$ cat config.mk
export PLATFORM = sky130hd
export DESIGN_NAME = wb_sig_mbox
export DESIGN_NICKNAME = d
export VERILOG_FILES = /design/src/rtl/wb_sig_mbox_pkg.sv /design/src/rtl/sig_hist_fifo.sv /design/src/rtl/wb_sig_mbox.sv
export SDC_FILE = /design/constraint.sdc
export NUM_CORES = 1
export LEC_CHECK = 0
export BUFFER_PORTS_ARGS = -buffer_cell sky130_fd_sc_hd__buf_2
export CORE_MARGIN = 2
export CORE_UTILIZATION = 64
export DETAILED_ROUTE_END_ITERATION = 10
export PLACE_DENSITY = 0.85
export SETUP_SLACK_MARGIN = 0.1
export SLEW_MARGIN = 15
export SYNTH_ARGS = -nofsm -noshare
export SYNTH_HDL_FRONTEND = slang
export SYNTH_SLANG_ARGS = --single-unit
$ cat constraint.sdc
create_clock -name wb_clk_i -period 5.58 [get_ports wb_clk_i]
set_clock_uncertainty 0.15 [all_clocks]
set_input_delay 1.116 -clock wb_clk_i [delete_from_list [all_inputs] [get_ports wb_clk_i]]
set_output_delay 1.116 -clock wb_clk_i [all_outputs]
set_load 0.02 [all_outputs]
$ cat src/rtl/wb_sig_mbox_pkg.sv
// Shared definitions for the signature mailbox: register map, bit positions,
// FSM encoding and a byte-lane merge helper.
package wb_sig_mbox_pkg;

    localparam int unsigned ADR_W      = 3;
    localparam int unsigned DAT_W      = 32;
    localparam int unsigned SEL_W      = 4;
    localparam int unsigned SIG_W      = 16;
    localparam int unsigned HIST_DEPTH = 4;
    localparam int unsigned HIST_PTR_W = 2;
    localparam int unsigned HIST_CNT_W = 3;

    localparam logic [ADR_W-1:0] ADR_SIG    = 3'd0;
    localparam logic [ADR_W-1:0] ADR_CTRL   = 3'd1;
    localparam logic [ADR_W-1:0] ADR_SIGREF = 3'd2;
    localparam logic [ADR_W-1:0] ADR_TMO    = 3'd3;
    localparam logic [ADR_W-1:0] ADR_STATUS = 3'd4;
    localparam logic [ADR_W-1:0] ADR_HIST   = 3'd5;

    localparam int unsigned CTRL_WDT_EN = 0;
    localparam int unsigned CTRL_IRQ_EN = 1;
    localparam int unsigned CTRL_CLR    = 2;

    localparam int unsigned STAT_DONE    = 0;
    localparam int unsigned STAT_PASS    = 1;
    localparam int unsigned STAT_FAIL    = 2;
    localparam int unsigned STAT_EMPTY   = 3;
    localparam int unsigned STAT_FULL    = 4;
    localparam int unsigned STAT_OVF     = 5;
    localparam int unsigned STAT_CNT_LSB = 8;

    typedef enum logic [1:0] {
        ST_IDLE = 2'd0,
        ST_RUN  = 2'd1,
        ST_PASS = 2'd2,
        ST_FAIL = 2'd3
    } mbox_state_e;

    // Replace the byte lanes of old_val selected by sel with those of wdat.
    function automatic logic [DAT_W-1:0] byte_merge(input logic [DAT_W-1:0] old_val,
                                                    input logic [DAT_W-1:0] wdat,
                                                    input logic [SEL_W-1:0] sel);
        logic [DAT_W-1:0] res;
        res = old_val;
        for (int b = 0; b < int'(SEL_W); b++) begin
            if (sel[b]) res[b*8 +: 8] = wdat[b*8 +: 8];
        end
        return res;
    endfunction

endpackage

$ cat src/rtl/sig_hist_fifo.sv
// Four-entry history FIFO of written signatures; flush empties it at once.
module sig_hist_fifo
    import wb_sig_mbox_pkg::*;
(
    input  logic                  clk,
    input  logic                  rst_n,
    input  logic                  flush,
    input  logic                  push,
    input  logic                  pop,
    input  logic [SIG_W-1:0]      din,
    output logic [SIG_W-1:0]      dout,
    output logic                  full,
    output logic                  empty,
    output logic [HIST_CNT_W-1:0] count
);

    logic [SIG_W-1:0]      mem [HIST_DEPTH];
    logic [HIST_PTR_W-1:0] wr_ptr;
    logic [HIST_PTR_W-1:0] rd_ptr;
    logic [HIST_CNT_W-1:0] cnt_q;
    logic                  do_push;
    logic                  do_pop;

    assign empty = (cnt_q == '0);
    assign full  = (cnt_q == HIST_CNT_W'(HIST_DEPTH));
    assign count = cnt_q;
    assign dout  = mem[rd_ptr];

    // A pop frees a slot in the same cycle, so a push into a full FIFO still lands.
    assign do_pop  = pop & ~empty;
    assign do_push = push & (~full | do_pop);

    always_ff @(posedge clk or negedge rst_n) begin
        if (!rst_n) begin
            wr_ptr <= '0;
            rd_ptr <= '0;
            cnt_q  <= '0;
            for (int i = 0; i < int'(HIST_DEPTH); i++) mem[i] <= '0;
        end else if (flush) begin
            wr_ptr <= '0;
            rd_ptr <= '0;
            cnt_q  <= '0;
        end else begin
            if (do_push) begin
                mem[wr_ptr] <= din;
                wr_ptr      <= wr_ptr + HIST_PTR_W'(1);
            end
            if (do_pop) rd_ptr <= rd_ptr + HIST_PTR_W'(1);
            case ({do_push, do_pop})
                2'b10:   cnt_q <= cnt_q + HIST_CNT_W'(1);
                2'b01:   cnt_q <= cnt_q - HIST_CNT_W'(1);
                default: ;
            endcase
        end
    end

endmodule

$ cat src/rtl/wb_sig_mbox.sv
// Wishbone-mapped test signature mailbox: tracks start/pass signatures written by
// firmware, a watchdog that flags FAIL, and a history FIFO of written values.
module wb_sig_mbox
    import wb_sig_mbox_pkg::*;
#(
    parameter int unsigned      TMO_W     = 24,
    parameter logic [TMO_W-1:0] TMO_DEF   = 24'd30000,
    parameter logic [SIG_W-1:0] START_DEF = 16'hAB60,
    parameter logic [SIG_W-1:0] PASS_DEF  = 16'hAB6A
) (
    input  logic             wb_clk_i,
    input  logic             wb_rst_n,
    input  logic             wbs_cyc_i,
    input  logic             wbs_stb_i,
    input  logic             wbs_we_i,
    input  logic [ADR_W-1:0] wbs_adr_i,
    input  logic [DAT_W-1:0] wbs_dat_i,
    input  logic [SEL_W-1:0] wbs_sel_i,
    output logic             wbs_ack_o,
    output logic             wbs_err_o,
    output logic [DAT_W-1:0] wbs_dat_o,
    output logic [SIG_W-1:0] checkbits_o,
    output logic             test_done_o,
    output logic             test_pass_o,
    output logic             test_fail_o,
    output logic             irq_o
);

    mbox_state_e state_q, state_d;

    logic             ack_q, err_q;
    logic [DAT_W-1:0] dat_q, dat_d;
    logic [SIG_W-1:0] sig_q, sig_d, start_q, start_d, pass_q, pass_d;
    logic [TMO_W-1:0] tmo_q, tmo_d, wdt_q, wdt_d;
    logic             wdt_en_q, wdt_en_d, irq_en_q, irq_en_d, ovf_q, ovf_d;
    logic             done_q, pass_st_q, fail_st_q, irq_q;
    logic             done_d, irq_d;

    logic             req, mapped, wr, rd, sig_wr, hist_pop, clr;
    logic [DAT_W-1:0] regval, wmerge;

    logic [SIG_W-1:0]      fifo_dout;
    logic                  fifo_full, fifo_empty;
    logic [HIST_CNT_W-1:0] fifo_count;

    assign req      = wbs_cyc_i & wbs_stb_i & ~ack_q & ~err_q;
    assign mapped   = (wbs_adr_i <= ADR_HIST);
    assign wr       = req & mapped & wbs_we_i;
    assign rd       = req & mapped & ~wbs_we_i;
    assign sig_wr   = wr & (wbs_adr_i == ADR_SIG);
    assign hist_pop = rd & (wbs_adr_i == ADR_HIST);
    assign clr      = wr & (wbs_adr_i == ADR_CTRL) & wbs_sel_i[0] & wbs_dat_i[CTRL_CLR];
    assign wmerge   = byte_merge(regval, wbs_dat_i, wbs_sel_i);

    // Current value of the addressed register; doubles as read data and write-merge base.
    always_comb begin
        regval = '0;
        case (wbs_adr_i)
            ADR_SIG:    regval[SIG_W-1:0] = sig_q;
            ADR_CTRL: begin
                regval[CTRL_WDT_EN] = wdt_en_q;
                regval[CTRL_IRQ_EN] = irq_en_q;
            end
            ADR_SIGREF: regval = {start_q, pass_q};
            ADR_TMO:    regval[TMO_W-1:0] = tmo_q;
            ADR_STATUS: begin
                regval[STAT_DONE]  = done_q;
                regval[STAT_PASS]  = pass_st_q;
                regval[STAT_FAIL]  = fail_st_q;
                regval[STAT_EMPTY] = fifo_empty;
                regval[STAT_FULL]  = fifo_full;
                regval[STAT_OVF]   = ovf_q;
                regval[STAT_CNT_LSB +: HIST_CNT_W] = fifo_count;
            end
            ADR_HIST:   if (!fifo_empty) regval[SIG_W-1:0] = fifo_dout;
            default:    ;
        endcase
    end

    always_comb begin
        sig_d    = sig_q;
        start_d  = start_q;
        pass_d   = pass_q;
        tmo_d    = tmo_q;
        wdt_en_d = wdt_en_q;
        irq_en_d = irq_en_q;
        ovf_d    = ovf_q;
        wdt_d    = wdt_q;
        dat_d    = rd ? regval : '0;
        if (wr) begin
            case (wbs_adr_i)
                ADR_SIG:    sig_d = wmerge[SIG_W-1:0];
                ADR_CTRL: begin
                    wdt_en_d = wmerge[CTRL_WDT_EN];
                    irq_en_d = wmerge[CTRL_IRQ_EN];
                end
                ADR_SIGREF: begin
                    pass_d  = wmerge[SIG_W-1:0];
                    start_d = wmerge[DAT_W-1:SIG_W];
                end
                ADR_TMO:    tmo_d = wmerge[TMO_W-1:0];
                ADR_STATUS: if (wbs_sel_i[0] && wbs_dat_i[STAT_OVF]) ovf_d = 1'b0;
                default:    ;
            endcase
        end
        if (clr) ovf_d = 1'b0;
        else if (sig_wr && fifo_full && !hist_pop) ovf_d = 1'b1;
        // A SIG write reloads even when the count is already at 0, which pre-empts FAIL.
        if (sig_wr) wdt_d = tmo_q;
        else if (state_q == ST_RUN && wdt_q != '0) wdt_d = wdt_q - TMO_W'(1);
    end

    always_comb begin
        state_d = state_q;
        if (clr) begin
            state_d = ST_IDLE;
        end else begin
            case (state_q)
                ST_IDLE: if (sig_wr && sig_d == start_q) state_d = ST_RUN;
                ST_RUN: begin
                    if (sig_wr) begin
                        if (sig_d == pass_q) state_d = ST_PASS;
                    end else if (wdt_en_q && wdt_q == '0) begin
                        state_d = ST_FAIL;
                    end
                end
                default: ;
            endcase
        end
    end

    assign done_d = (state_d == ST_PASS) | (state_d == ST_FAIL);
    assign irq_d  = irq_en_d & (done_d | ovf_d);

    always_ff @(posedge wb_clk_i or negedge wb_rst_n) begin
        if (!wb_rst_n) state_q <= ST_IDLE;
        else           state_q <= state_d;
    end

    always_ff @(posedge wb_clk_i or negedge wb_rst_n) begin
        if (!wb_rst_n) begin
            ack_q     <= 1'b0;
            err_q     <= 1'b0;
            dat_q     <= '0;
            sig_q     <= '0;
            start_q   <= START_DEF;
            pass_q    <= PASS_DEF;
            tmo_q     <= TMO_DEF;
            wdt_q     <= '0;
            wdt_en_q  <= 1'b1;
            irq_en_q  <= 1'b0;
            ovf_q     <= 1'b0;
            done_q    <= 1'b0;
            pass_st_q <= 1'b0;
            fail_st_q <= 1'b0;
            irq_q     <= 1'b0;
        end else begin
            ack_q     <= req & mapped;
            err_q     <= req & ~mapped;
            dat_q     <= dat_d;
            sig_q     <= sig_d;
            start_q   <= start_d;
            pass_q    <= pass_d;
            tmo_q     <= tmo_d;
            wdt_q     <= wdt_d;
            wdt_en_q  <= wdt_en_d;
            irq_en_q  <= irq_en_d;
            ovf_q     <= ovf_d;
            done_q    <= done_d;
            pass_st_q <= (state_d == ST_PASS);
            fail_st_q <= (state_d == ST_FAIL);
            irq_q     <= irq_d;
        end
    end

    sig_hist_fifo u_hist (
        .clk   (wb_clk_i),
        .rst_n (wb_rst_n),
        .flush (clr),
        .push  (sig_wr),
        .pop   (hist_pop),
        .din   (sig_d),
        .dout  (fifo_dout),
        .full  (fifo_full),
        .empty (fifo_empty),
        .count (fifo_count)
    );

    assign wbs_ack_o   = ack_q;
    assign wbs_err_o   = err_q;
    assign wbs_dat_o   = dat_q;
    assign checkbits_o = sig_q;
    assign test_done_o = done_q;
    assign test_pass_o = pass_st_q;
    assign test_fail_o = fail_st_q;
    assign irq_o       = irq_q;

endmodule

==> impl_results.md <==
- Postcts setup bufs: 0
- #FFs+latches synth: 210
- Final period util: 71.40%
- ANT nets after route: 0
- Finished Layout Cells: 1,336
- Fraction of layout cells with a size suffix above 1: 20.89%
- WP data required: 5.84 ns
- Root buffer cell: clkbuf_16
- Slowest CP cell: buf_2
- Critical Path Fanout Max: 34
- Grt total ovfl: 0
- Post-synth EDFFs: 0
- Worst Hold Class: flip-flop to flip-flop
- Fmax: 251.0 MHz
- Post-synthesis compound-gate area fraction: 13.79%
- Clock-pin transition on the worst setup and hold timing paths: 0.06 ns
- Ys Warns: 0
- Slew Limit Fails: 0
- CTS tree: done
- Initial antenna violation count: 0
- CTS Hold Buffers Added: 0
- Post-Syn Instances: 1,039
- Die footprint: 17,240 um^2
- Slowest cell delay on critical path: 0.59 ns
- Asr flop ratio synth: 100.0%
- Max rail drop VDD: 0.2622 mV
- Gp weighted congestion: 1.043
- Core Region: 15,890 um^2
- Rel. slew slack: 29.28%
- Hold Fails Final Rpt: 0
- WL/cell: 20.75 um
- Unique masters post-synth: 80
- Final Critical Period: 3.984 ns
- DP HPWL: 18,970 um
- Vias: 8,270
- Synth top area share: 44.87%
- Final setup fails: 0
- Global router's overall resource usage: 32.38%
- Largest net degree at the start of global routing: 123
- P&R area growth vs syn: 11.58%
- Main combinational cell family by area after synthesis: simple AND/OR/NAND/NOR gates
- # clock sinks: 210
- CP Class: primary input to flip-flop
- Crit path cell chain: buf_2 -> and3b_1 -> and2_4 -> nand2_1 -> a31oi_1 -> a21oi_4 -> inv_2 -> xnor2_2 -> o2111ai_1 -> nor3_2 -> nand4_2 -> a31oi_1
- I/O Buffers: 97
- DRT iter0 DRCs: 1,129
- Setup TNS: 0 ns
- Top cell type by total area after synthesis: dfrtp_1
- Outcome: completed
- Sequential share of the synthesized area: 50.95%
- Post-synthesis xor/xnor area fraction: 4.801%
- CTS buffer count: 22
- Nets@finish: 1,154
- Crit path DAT: 4.24 ns
- Die Wd: 131.3 um
- Synthesized Nets: 1,089
- Worst setup SP type: primary input
- Pre-antenna DRT Iters: 5
- Via density: 6.190
- Actual slew at the worst max-slew pin: 1.061 ns
- DIE HEIGHT: 131.3 um
- Adder-Cell Fraction of Synth Area: 0.7961%
- Clk_lat worst skew: 0.52 ns
- Ant. Diodes: 0
- Filler Cell Count: 1,137
- RSZ-0062 raised after global routing: false
- DRC Markers: 0
- First-pass GRT wire length: 44,190 um
- Post-Syn Area: 10,370 um^2
- Critical path buffer and inverter count: 2
- H-Tree Depth: 1
- Post-synthesis mux area share: 8.540%
- Site row count: 46
- CP delay by family, top: simple AND/OR/NAND/NOR gates
- # Max-Cap Violations: 0
- Critical Path End Type: flip-flop
- Syn avg cell area: 9.983 um^2
- Post-Synth Simple-Gate Area: 16.74%
- Vias in the first global route: 8,074
- Total wire length: 27,720 um
- Largest cells by area after synthesis: dfrtp_1, nand2_1, dfstp_2, o21ai_0, xnor2_1
- Leakage dissipation: 5.277 nW
- Worst-case clock buffer depth: 3
- Post-CTS resize count: 0
- I/O pins: 98
- Crit-path most repeated cell: a31oi_1
- Post-synth top flop: dfrtp_1
- Cells after DPL: 1,296
- PwrDens: 361.8 nW/um^2
- Initial core utilization: 65.30%
## per-stage QoR
stage	power, mW	cell area (um^2)	setup WS (ns)	util [%]	hold slack, ns
detailed placement	2.776	10880	1.244	68.49	0.3134
CTS	4.176	11570	1.709	72.85	0.3227
global route	4.360	11570	1.415	72.86	0.3331
finish	4.187	11570	1.596	72.86	0.3205
floorplan	2.498	10370	2.136	-	0.2916
global placement	2.737	10880	1.276	68.49	0.3041
## flip-flops by register name, indices dropped and copies added, names as in the netlist
register	flops
test_pass_o	1
wdt_q	24
u_hist.mem	64
test_done_o	1
u_hist.count	3
wbs_err_o	1
wbs_dat_o	32
checkbits_o	16
test_fail_o	1
ovf_q	1
state_q	2
wbs_ack_o	1
irq_en_q	1
u_hist.rd_ptr	2
u_hist.wr_ptr	2
wdt_en_q	1
pass_q	16
irq_o	1
start_q	16
tmo_q	24
## kinds of logic (layout without fill, tap and decap cells)
logic type,count (synthesis),in the layout
AOI/OAI and AO/OA,227,227
DFF,210,210
and+or+nand+nor,376,376
muxes,64,64
buffers and inverters,100,181
adders and majority gates,6,6
xor gates and xnor gates,56,56
## metal layers
layer / GRT usage [%] / vias up / share of wire [%]
li1: - / 3696 / -
met4: 14.07 / 0 / 4.8
met1: 45.05 / 4031 / 40
met5: 0 / - / 0
met3: 4.745 / 93 / 7.7
met2: 51.46 / 450 / 47
## layout by cell type (no fill, tap or decap), types with 7 or more instances in the layout
master / n
mux4_2: 11
buf_2: 96
inv_1: 30
dfstp_2: 24
mux2_2: 21
inv_2: 7
or3_1: 7
a211o_1: 8
nor3_1: 11
xor2_1: 20
clkbuf_16: 22
xnor2_1: 35
a31oi_1: 16
and2_1: 10
nor4_1: 9
nand3_1: 10
dfrtp_1: 186
o21ai_0: 107
mux2i_1: 27
nor2_1: 77
nand2_1: 205
a21oi_1: 48
## tightest hold or removal path, stage by stage (launching register included)
cell	delay, ns
dfstp_2	0.38
nand2_1	0.05
nand2_1	0.04
## cell usage after synthesis (12+ instances only)
cell      instances
nand2_1         205
dfrtp_1         186
o21ai_0         107
nor2_1           77
a21oi_1          48
clkbuf_1         36
xnor2_1          35
inv_1            30
mux2i_1          27
dfstp_2          24
mux2_2           21
xor2_1           20
a31oi_1          16
buf_2            12
## final timing paths
kind / from / endpoint / slack (ns) / depth (start not counted)
max: wbs_adr_i[0] / irq_o / 1.60 / 12
min: tmo_q[13] / tmo_q[13] / 0.32 / 2
max reg2reg: u_hist.rd_ptr[0] / u_hist.mem[33] / 1.77 / 8
min reg2reg: tmo_q[13] / tmo_q[13] / 0.32 / 2
max in group asynchronous: wb_rst_n / start_q[0] / 3.72 / 2
min in group asynchronous: wb_rst_n / u_hist.mem[56] / 0.50 / 1
## cell type report
cell class,instances,area (um^2),share of cell area (%)
inverter,39,146.4,1.265
clock inverter,7,51.30,0.4432
multi-input combinational,729,4634,40.04
sequential,210,5285,45.66
timing repair buffer,102,544.3,4.703
tap,216,270.3,2.335
clock buffer,33,641.9,5.546
## power by group
group          internal, mW  switching (mW)
Sequential             1.75           0.234
Clock                 0.799           0.606
Combinational         0.326           0.473
Note: power is estimated with default switching activity, not from simulation.
